[config.mk]
export PLATFORM = sky130hd
export DESIGN_NAME = mc_control_fsm
export DESIGN_NICKNAME = d
export VERILOG_FILES = /design/src/rtl/mips_pkg.sv /design/src/rtl/mc_control_fsm_alu_decoder.sv /design/src/rtl/mc_control_fsm.sv
export SDC_FILE = /design/constraint.sdc
export NUM_CORES = 1
export LEC_CHECK = 0
export CORE_UTILIZATION = 45
export CTS_BUF_LIST = sky130_fd_sc_hd__clkbuf_4 sky130_fd_sc_hd__clkbuf_8
export DETAILED_ROUTE_END_ITERATION = 16
export GPL_TIMING_DRIVEN = 0
export PLACE_DENSITY = 0.86
export REMOVE_ABC_BUFFERS = 1
export SLEW_MARGIN = 25
export SYNTH_ARGS = -nofsm -noshare
export SYNTH_HDL_FRONTEND = slang
export SYNTH_HIERARCHICAL = 1
export SYNTH_SLANG_ARGS = --single-unit
[constraint.sdc]
create_clock -name clk -period 5.7 [get_ports clk]
set_input_delay 1.425 -clock clk [delete_from_list [all_inputs] [get_ports clk]]
set_output_delay 1.425 -clock clk [all_outputs]
set_load 0.05 [all_outputs]
[src/rtl/mips_pkg.sv]
// Shared encodings for the multicycle MIPS32 control path.
// States, opcode/funct constants, ALU codes and mux selects.
package mips_pkg;

  typedef enum logic [3:0] {
    S_FETCH   = 4'd0,
    S_DECODE  = 4'd1,
    S_MEMADR  = 4'd2,
    S_MEMRD   = 4'd3,
    S_MEMWB   = 4'd4,
    S_MEMWR   = 4'd5,
    S_RTYPEEX = 4'd6,
    S_RTYPEWB = 4'd7,
    S_BEQEX   = 4'd8,
    S_BNEEX   = 4'd9,
    S_ADDIEX  = 4'd10,
    S_ADDIWB  = 4'd11,
    S_JEX     = 4'd12,
    S_HALT    = 4'd13
  } state_t;

  localparam logic [5:0] OP_RTYPE = 6'h00;
  localparam logic [5:0] OP_J     = 6'h02;
  localparam logic [5:0] OP_BEQ   = 6'h04;
  localparam logic [5:0] OP_BNE   = 6'h05;
  localparam logic [5:0] OP_ADDI  = 6'h08;
  localparam logic [5:0] OP_LW    = 6'h23;
  localparam logic [5:0] OP_SW    = 6'h2B;

  localparam logic [5:0] FN_ADD = 6'h20;
  localparam logic [5:0] FN_SUB = 6'h22;
  localparam logic [5:0] FN_AND = 6'h24;
  localparam logic [5:0] FN_OR  = 6'h25;
  localparam logic [5:0] FN_SLT = 6'h2A;

  localparam logic [2:0] ALU_ADD = 3'b010;
  localparam logic [2:0] ALU_SUB = 3'b110;
  localparam logic [2:0] ALU_AND = 3'b000;
  localparam logic [2:0] ALU_OR  = 3'b001;
  localparam logic [2:0] ALU_SLT = 3'b111;

  // 11 means "no ALU operation": control reads as 000
  localparam logic [1:0] ALUOP_ADD   = 2'b00;
  localparam logic [1:0] ALUOP_SUB   = 2'b01;
  localparam logic [1:0] ALUOP_FUNCT = 2'b10;
  localparam logic [1:0] ALUOP_NONE  = 2'b11;

  localparam logic [1:0] SRCB_REG   = 2'b00;
  localparam logic [1:0] SRCB_FOUR  = 2'b01;
  localparam logic [1:0] SRCB_IMM   = 2'b10;
  localparam logic [1:0] SRCB_IMMSH = 2'b11;

  localparam logic [1:0] PC_ALU    = 2'b00;
  localparam logic [1:0] PC_ALUOUT = 2'b01;
  localparam logic [1:0] PC_JUMP   = 2'b10;

endpackage

[src/rtl/mc_control_fsm_alu_decoder.sv]
// ALU control decode from the FSM's alu_op and the R-type funct.
// Flags funct values the core does not implement.
module alu_decoder
  import mips_pkg::*;
(
  input  logic [1:0] alu_op,
  input  logic [5:0] funct,
  output logic [2:0] alu_control,
  output logic       funct_illegal
);

  // Map operation class (and funct for R-type) to an ALU code
  always_comb begin
    alu_control   = ALU_AND;
    funct_illegal = 1'b0;
    unique case (alu_op)
      ALUOP_ADD: alu_control = ALU_ADD;
      ALUOP_SUB: alu_control = ALU_SUB;
      ALUOP_FUNCT: begin
        case (funct)
          FN_ADD:  alu_control = ALU_ADD;
          FN_SUB:  alu_control = ALU_SUB;
          FN_AND:  alu_control = ALU_AND;
          FN_OR:   alu_control = ALU_OR;
          FN_SLT:  alu_control = ALU_SLT;
          default: funct_illegal = 1'b1;
        endcase
      end
      default: alu_control = ALU_AND;
    endcase
  end

endmodule

[src/rtl/mc_control_fsm.sv]
// Moore control FSM for the multicycle MIPS32 core.
// Sequences fetch/decode/execute/memory/writeback, halts on bad opcodes.
module mc_control_fsm
  import mips_pkg::*;
(
  input  logic       clk,
  input  logic       rst,
  input  logic [5:0] opcode,
  input  logic [5:0] funct,
  input  logic       zero,
  output logic       pc_en,
  output logic       iord,
  output logic       mem_write,
  output logic       ir_write,
  output logic       reg_write,
  output logic       reg_dst,
  output logic       mem_to_reg,
  output logic       alu_src_a,
  output logic [1:0] alu_src_b,
  output logic [1:0] pc_src,
  output logic [2:0] alu_control,
  output logic       instr_done,
  output logic       halted
);

  state_t     state_q;
  state_t     state_d;
  logic [1:0] alu_op;
  logic       funct_illegal;

  alu_decoder u_alu_dec (
    .alu_op        (alu_op),
    .funct         (funct),
    .alu_control   (alu_control),
    .funct_illegal (funct_illegal)
  );

  // State register; reset abandons any instruction in flight
  always_ff @(posedge clk or posedge rst) begin
    if (rst) state_q <= S_FETCH;
    else     state_q <= state_d;
  end

  // ALU operation class per state, kept apart from the main decode
  always_comb begin
    alu_op = ALUOP_NONE;
    unique case (state_q)
      S_FETCH, S_DECODE,
      S_MEMADR, S_ADDIEX: alu_op = ALUOP_ADD;
      S_BEQEX, S_BNEEX:   alu_op = ALUOP_SUB;
      S_RTYPEEX:          alu_op = ALUOP_FUNCT;
      default:            alu_op = ALUOP_NONE;
    endcase
  end

  // Next state and Moore outputs (branch pc_en also sees zero)
  always_comb begin
    state_d    = state_q;
    pc_en      = 1'b0;
    iord       = 1'b0;
    mem_write  = 1'b0;
    ir_write   = 1'b0;
    reg_write  = 1'b0;
    reg_dst    = 1'b0;
    mem_to_reg = 1'b0;
    alu_src_a  = 1'b0;
    alu_src_b  = SRCB_REG;
    pc_src     = PC_ALU;
    instr_done = 1'b0;
    halted     = 1'b0;
    unique case (state_q)
      S_FETCH: begin
        ir_write  = 1'b1;
        alu_src_b = SRCB_FOUR;
        pc_en     = 1'b1;
        state_d   = S_DECODE;
      end
      S_DECODE: begin
        alu_src_b = SRCB_IMMSH;
        case (opcode)
          OP_LW, OP_SW: state_d = S_MEMADR;
          OP_RTYPE:     state_d = S_RTYPEEX;
          OP_BEQ:       state_d = S_BEQEX;
          OP_BNE:       state_d = S_BNEEX;
          OP_ADDI:      state_d = S_ADDIEX;
          OP_J:         state_d = S_JEX;
          default:      state_d = S_HALT;
        endcase
      end
      S_MEMADR: begin
        alu_src_a = 1'b1;
        alu_src_b = SRCB_IMM;
        state_d   = (opcode == OP_SW) ? S_MEMWR : S_MEMRD;
      end
      S_MEMRD: begin
        iord    = 1'b1;
        state_d = S_MEMWB;
      end
      S_MEMWB: begin
        reg_write  = 1'b1;
        mem_to_reg = 1'b1;
        instr_done = 1'b1;
        state_d    = S_FETCH;
      end
      S_MEMWR: begin
        iord       = 1'b1;
        mem_write  = 1'b1;
        instr_done = 1'b1;
        state_d    = S_FETCH;
      end
      S_RTYPEEX: begin
        alu_src_a = 1'b1;
        state_d   = funct_illegal ? S_HALT : S_RTYPEWB;
      end
      S_RTYPEWB: begin
        reg_write  = 1'b1;
        reg_dst    = 1'b1;
        instr_done = 1'b1;
        state_d    = S_FETCH;
      end
      S_BEQEX, S_BNEEX: begin
        alu_src_a  = 1'b1;
        pc_src     = PC_ALUOUT;
        pc_en      = (state_q == S_BEQEX) ? zero : ~zero;
        instr_done = 1'b1;
        state_d    = S_FETCH;
      end
      S_ADDIEX: begin
        alu_src_a = 1'b1;
        alu_src_b = SRCB_IMM;
        state_d   = S_ADDIWB;
      end
      S_ADDIWB: begin
        reg_write  = 1'b1;
        instr_done = 1'b1;
        state_d    = S_FETCH;
      end
      S_JEX: begin
        pc_src     = PC_JUMP;
        pc_en      = 1'b1;
        instr_done = 1'b1;
        state_d    = S_FETCH;
      end
      S_HALT: begin
        halted  = 1'b1;
        state_d = S_HALT;
      end
      default: state_d = S_FETCH;
    endcase
  end

endmodule

==> out/metrics.yaml, run 1 <==
status: "complete, no violations"
endpoint: "alu_control[1]"
synth_compound_area_share_pct: 29.5
num_vias: 833
cts_tree: "done"
htree_levels: 1
worstReg2RegStart: "state_q[1]"
clock_path_buffers: 2
io_buffers: 31
drive_above_1_share_pct: 6.40
synthCells: 97
synth_area_um2: 667
drt_iter0_drc: 25
reg2reg_depth: 8
crit_slowest_cell: "clkdlybuf4s50_1"
gp_congestion: 0.902
hpwl_um: 1460
clk_latency_ps: 230
cp_max_fo: 5
crit_path_max_incr_delay_ps: 860
cts.clk_slew.worst_paths_ps: 40
final_area_um2: 987
p_leak_nw: 0.379
yosysWarnings: 6
detail-route-antenna-nets: 0
post_cts_buffers: 0
finClkSkew_ps: 1.25
finalWirelength_um: 1950
reg2reg_slack_ps: 3510
antenna_cells: 0
path_common_cell: "clkdlybuf4s50_1"
synthArstFlopShare_pct: 100
dp_slack_ps: 891
grt_pass1_vias: 659
fp.dieW_um: 40.5
ys_types: 39
relSlewSlack_pct: 61.9
grt.total_usage_pct: 25.5
critical_path_class: "input pin to primary output"
pin_count: 32
r2r_end: "state_q[3]"
seq_area_frac_synth_pct: 15.0
drc: 0
synthXorXnorAreaFrac_pct: 1.31
setup_tns_ps: 0
ir_drop_mv: 0.281
placementRows: 13
maxCapViolCount: 0
coreArea_mm2: 0.00133
largest_reg_flops: 4
cts_buffers: 3
cts_repair_resize_count: 0
post_synth_and_or_nand_nor_area_fraction_pct: 45.0
start_util_pct: 50.0
syn_avg_cell_area_um2: 6.88
synth.most_common_cell: "nor2_1"
grt.overflow.total: 0
final_cells: 140
synth_top_family_by_area: "simple AND/OR/NAND/NOR gates"
critPathCaptureType: "primary output"
worst_slack_ps: 905
areaGrowthSynthToFinish_pct: 48.0
rsz0062_at_grt: "false"
root_buffer: "clkbuf_4"
yosysTopAreaCell: "dfrtp_1"
synth-edff-count: 0
worstPathRequired_ps: 4280
fmax_mhz: 209
grt_max_degree: 20
die_area_mm2: 0.00164
die_h_um: 40.5
hold_buffers: 0
synth_flop_cell: "dfrtp_1"
cp_num_buf_inv: 2
dp_cells: 137
first_pass_iters: 4
timing.hold.ws_ps: 800
synth_top_area_share_pct: 15.0
drv_slew: 0
totalPowerFinal_mw: 0.572
largestRegisters: "state_q: 4 flops"
hp-class: "register to register"
top_register: "state_q"
detail_route.wl_per_cell_um: 13.9
path_delay_family: "buffers and inverters"
fin_nets: 142
p_per_area_mw_per_mm2: 580
cts.sinks: 4
antenna_found_initial: 0
crit_cells: 4
period_share_pct: 84.1
setup-violations-final: 0
cp.arrival_ps: 3370
muxShareOfSynthArea_pct: 1.69
crit_path_start_kind: "input pin"
synth-seq-cells: 4
yosys-top-cells-area: "dfrtp_1, nor2_1, nor3_1, nand2b_1, nor2b_1"
viasPerCell: 5.95
hold_viol_final: 0
utilization_pct: 74.0
startpoint: "funct[0]"
worst_pin_slew_ps: 572
crit_path_cell_trace: "clkdlybuf4s50_1, or3_1, o41ai_2, clkdlybuf4s50_1"
grt_pass1_wl_um: 2860
fin_crit_ps: 4790
post_dp_cell_area_um2: 965
synthAdderAreaFrac_pct: 0
synthTopCellsByCount: "nor2_1, nand2_1, nor3_1"
report_power, final:
| part | internal (mW) | leakage [nW] | switching [mW] | total [mW] |
|---|---|---|---|---|
| logic | 0.164 | 0.315 | 0.287 | 0.450 |
| registers | 0.0392 | 0.0501 | 0.0478 | 0.0870 |
| clock network | 0.0235 | 0.0138 | 0.0112 | 0.0348 |
cells by family after synthesis:
logic type	Yosys count
xor+xnor	1
buf+inv	11
compound gates	27
flops	4
mux	1
simple gates	53
layout make-up:
cell class / count / area [µm²]
Clock buffer: 3 / 22.5
Fill cell: 108 / 347
Inverter: 5 / 18.8
Multi-Input combinational cell: 82 / 517
Sequential cell: 4 / 100
Tap cell: 15 / 18.8
Timing Repair Buffer: 31 / 310
cell usage in the layout, fill, tap and decap left out, drive strengths merged, types with 3 or more instances in the layout:
cell type,Yosys,routed
a21oi,5,5
and3,3,3
clkbuf,0,3
clkdlybuf4s50,0,31
dfrtp,4,4
inv,5,5
nand2,7,7
nand2b,5,5
nand3,4,4
nor2,11,11
nor2b,5,5
nor3,7,7
o21ai,7,7
layer usage:
layer	track usage, %	vias to the layer above	part of all wire (%)
li1	-	418	-
met3	2.78	6	6.5
met1	34.4	377	47
met2	38.5	32	44
met5	0	-	0
met4	14.2	0	2.5
worst min-delay path, cell delays in order, from the launching register on:
cell and delay [ps]:
dfrtp_1 530, nand2_1 120, a32oi_1 100
how the worst min path moves through the flow:
stage	startpoint	end	slack, ps	depth (start not counted)
floorplan	state_q[3]	state_q[3]	680	2
finish	state_q[3]	state_q[3]	800	2
detailed placement	state_q[3]	state_q[3]	790	2
CTS	state_q[3]	state_q[3]	790	2
global placement	state_q[3]	state_q[3]	770	2
global route	state_q[3]	state_q[3]	860	2
(Power assumes the default switching activity.)
==> inputs of run 2 (changes only) <==
Settings changed: CORE_UTILIZATION 45 to 42, PLACE_DENSITY 0.86 to 0.81.
Clock period 5.7 ns to 5 ns, I/O delays scaled along.
==> run 2 against run 1 <==
Effect of this change: sequential share of layout area about the same; worst hold slack got worse by 8.1 ps; design area increased by 0.13%; register-to-register slack got worse by 620 ps; clock skew increased by 12 ps.
==> out/metrics.yaml, run 2 (synthesized netlist as in run 1, its figures left out) <==
status: "complete, no violations"
detail-route-antenna-nets: 0  # unchanged
ir_drop_mv: 0.439  # +56%
clock_path_buffers: 2  # unchanged
worstPathRequired_ps: 3750  # -530 ps
htree_levels: 1  # unchanged
drv_slew: 0  # unchanged
fp.dieW_um: 41.8  # +3.3%
largest_reg_flops: 4  # unchanged
utilization_pct: 66.4  # -7.6 points
finalWirelength_um: 1820  # -6.6%
antenna_found_initial: 0  # unchanged
top_register: "state_q"
final_cell_mix: "clkdlybuf4s50_1, nor2_1, nand2_1, nor3_1, o21ai_0"
maxCapViolCount: 0  # unchanged
crit_path_start_kind: "input pin"
fin_crit_ps: 4420
pin_count: 32  # unchanged
hold_viol_final: 0  # unchanged
cp.arrival_ps: 3170  # -200 ps
hpwl_um: 1360  # -6.4%
coreArea_mm2: 0.00149  # +12%
hold_depth: 2  # unchanged
fin_nets: 142  # unchanged
io_buffers: 31  # unchanged
areaGrowthSynthToFinish_pct: 48.2
fmax_mhz: 226
drc: 0  # unchanged
first_pass_iters: 4  # unchanged
reg2reg_depth: 9  # +1
period_share_pct: 88.5
cts_buffers: 3  # unchanged
p_leak_nw: 0.379  # unchanged
cts_repair_resize_count: 0  # unchanged
clk_latency_ps: 250  # +20 ps
gp_congestion: 0.800  # -11%
p_per_area_mw_per_mm2: 662  # +14%
hold_buffers: 0  # unchanged
critPathCaptureType: "primary output"
grt_pass1_wl_um: 3010  # +5.3%
worst_pin_slew_ps: 561  # -10.8 ps
cp_max_fo: 5  # unchanged
grt_max_degree: 20  # unchanged
detail_route.wl_per_cell_um: 12.9  # -7.3%
nFillCells: 117  # +8.3%
cts_tree: "done"
drt_iter0_drc: 12  # -52%
die_h_um: 41.8  # +3.3%
rsz0062_at_grt: "false"
post_cts_buffers: 0  # unchanged
finClkSkew_ps: 13.1  # +11.9 ps
die_area_mm2: 0.00175  # +6.8%
num_vias: 821  # -1.4%
final_area_um2: 988  # +0.13%
critical_path_class: "input pin to primary output"
root_buffer: "clkbuf_4"
hp-class: "register to register"
layout_commonest_cell: "clkdlybuf4s50_1"
cts.clk_slew.worst_paths_ps: 50  # about the same
relSlewSlack_pct: 62.6  # +0.72 points
setup-violations-final: 0  # unchanged
grt.overflow.total: 0  # unchanged
antenna_cells: 0  # unchanged
largestRegisters: "state_q: 4 flops"
setup_tns_ps: 0  # unchanged
post_dp_cell_area_um2: 966  # +0.13%
grt.total_usage_pct: 21.6  # -3.9 points
drive_above_1_share_pct: 6.40  # unchanged
viasPerCell: 5.82  # -2.1%
placementRows: 14  # +1
start_util_pct: 44.8  # -5.2 points
cts.sinks: 4  # unchanged
grt_pass1_vias: 733  # +11%
## run 2: where the power goes
group          switching (mW)  total [mW]  leakage (nW)  internal [mW]
Clock                  0.0171      0.0442        0.0138         0.0271
Sequential             0.0532      0.0979        0.0501         0.0447
Combinational           0.326       0.513         0.315          0.187
Total                   0.396       0.655         0.379          0.258
## run 2: cell type report
type	count	area (µm²)	share of cell area, %
Clock buffer	3	22.5	2.28
Inverter	5	18.8	1.90
Timing Repair Buffer	31	310	31.4
Tap cell	16	20.0	2.03
Sequential cell	4	100	10.1
Multi-Input combinational cell	82	517	52.3
## run 2: worst paths after layout
check | endpoint | start | slack [ps]
worst max-delay path | alu_control[1] | funct[0] | 580
worst min-delay path | state_q[3] | state_q[3] | 790
worst max register to register | state_q[1] | state_q[1] | 2890
worst min register to register | state_q[3] | state_q[3] | 790
max in group asynchronous | state_q[1] | rst | 3660
min in group asynchronous | state_q[3] | rst | 1180
## run 2: routing by layer
layer  GRT usage [%]  vias up  wire length [µm]
met4            14.8        0                42
met2            36.3       27               900
met3           0.870        4                78
li1                -      421                 -
met1            26.3      369               795
met5               0        -                 0
## run 2: worst max-delay path, stage by stage
cell	delay, ps
clkdlybuf4s50_1	460
or3_1	400
o41ai_2	210
clkdlybuf4s50_1	850
## run 2: metrics by stage
stage	setup WS [ps]	hold slack, ps	cells	power (mW)
after floorplan	1200	684	91	0.446
after global placement	606	768	138	0.603
after detailed placement	564	763	138	0.607
after CTS	554	769	141	0.652
after global routing	495	824	141	0.692
final	575	792	141	0.655
==> inputs of run 3 (changes only) <==
--- a/config.mk
+++ b/config.mk
@@ -7,2 +7,3 @@
 export LEC_CHECK = 0
+export CAP_MARGIN = 30
 export CORE_UTILIZATION = 42
==> constraint.sdc (replaced) <==
create_clock -name clk -period 5 [get_ports clk]
set_input_delay 0.75 -clock clk [delete_from_list [all_inputs] [get_ports clk]]
set_output_delay 0.75 -clock clk [all_outputs]
set_load 0.05 [all_outputs]
==> results of run 3 <==
The final DEF is identical to that of run 2. Status: complete, no violations.
Among the figures that moved: setup slack after placement 564 ps -> 1470 ps; setup slack after layout 575 ps -> 1200 ps; hold slack 792 ps -> 678 ps; start point of the critical path funct[0] -> state_q[1]
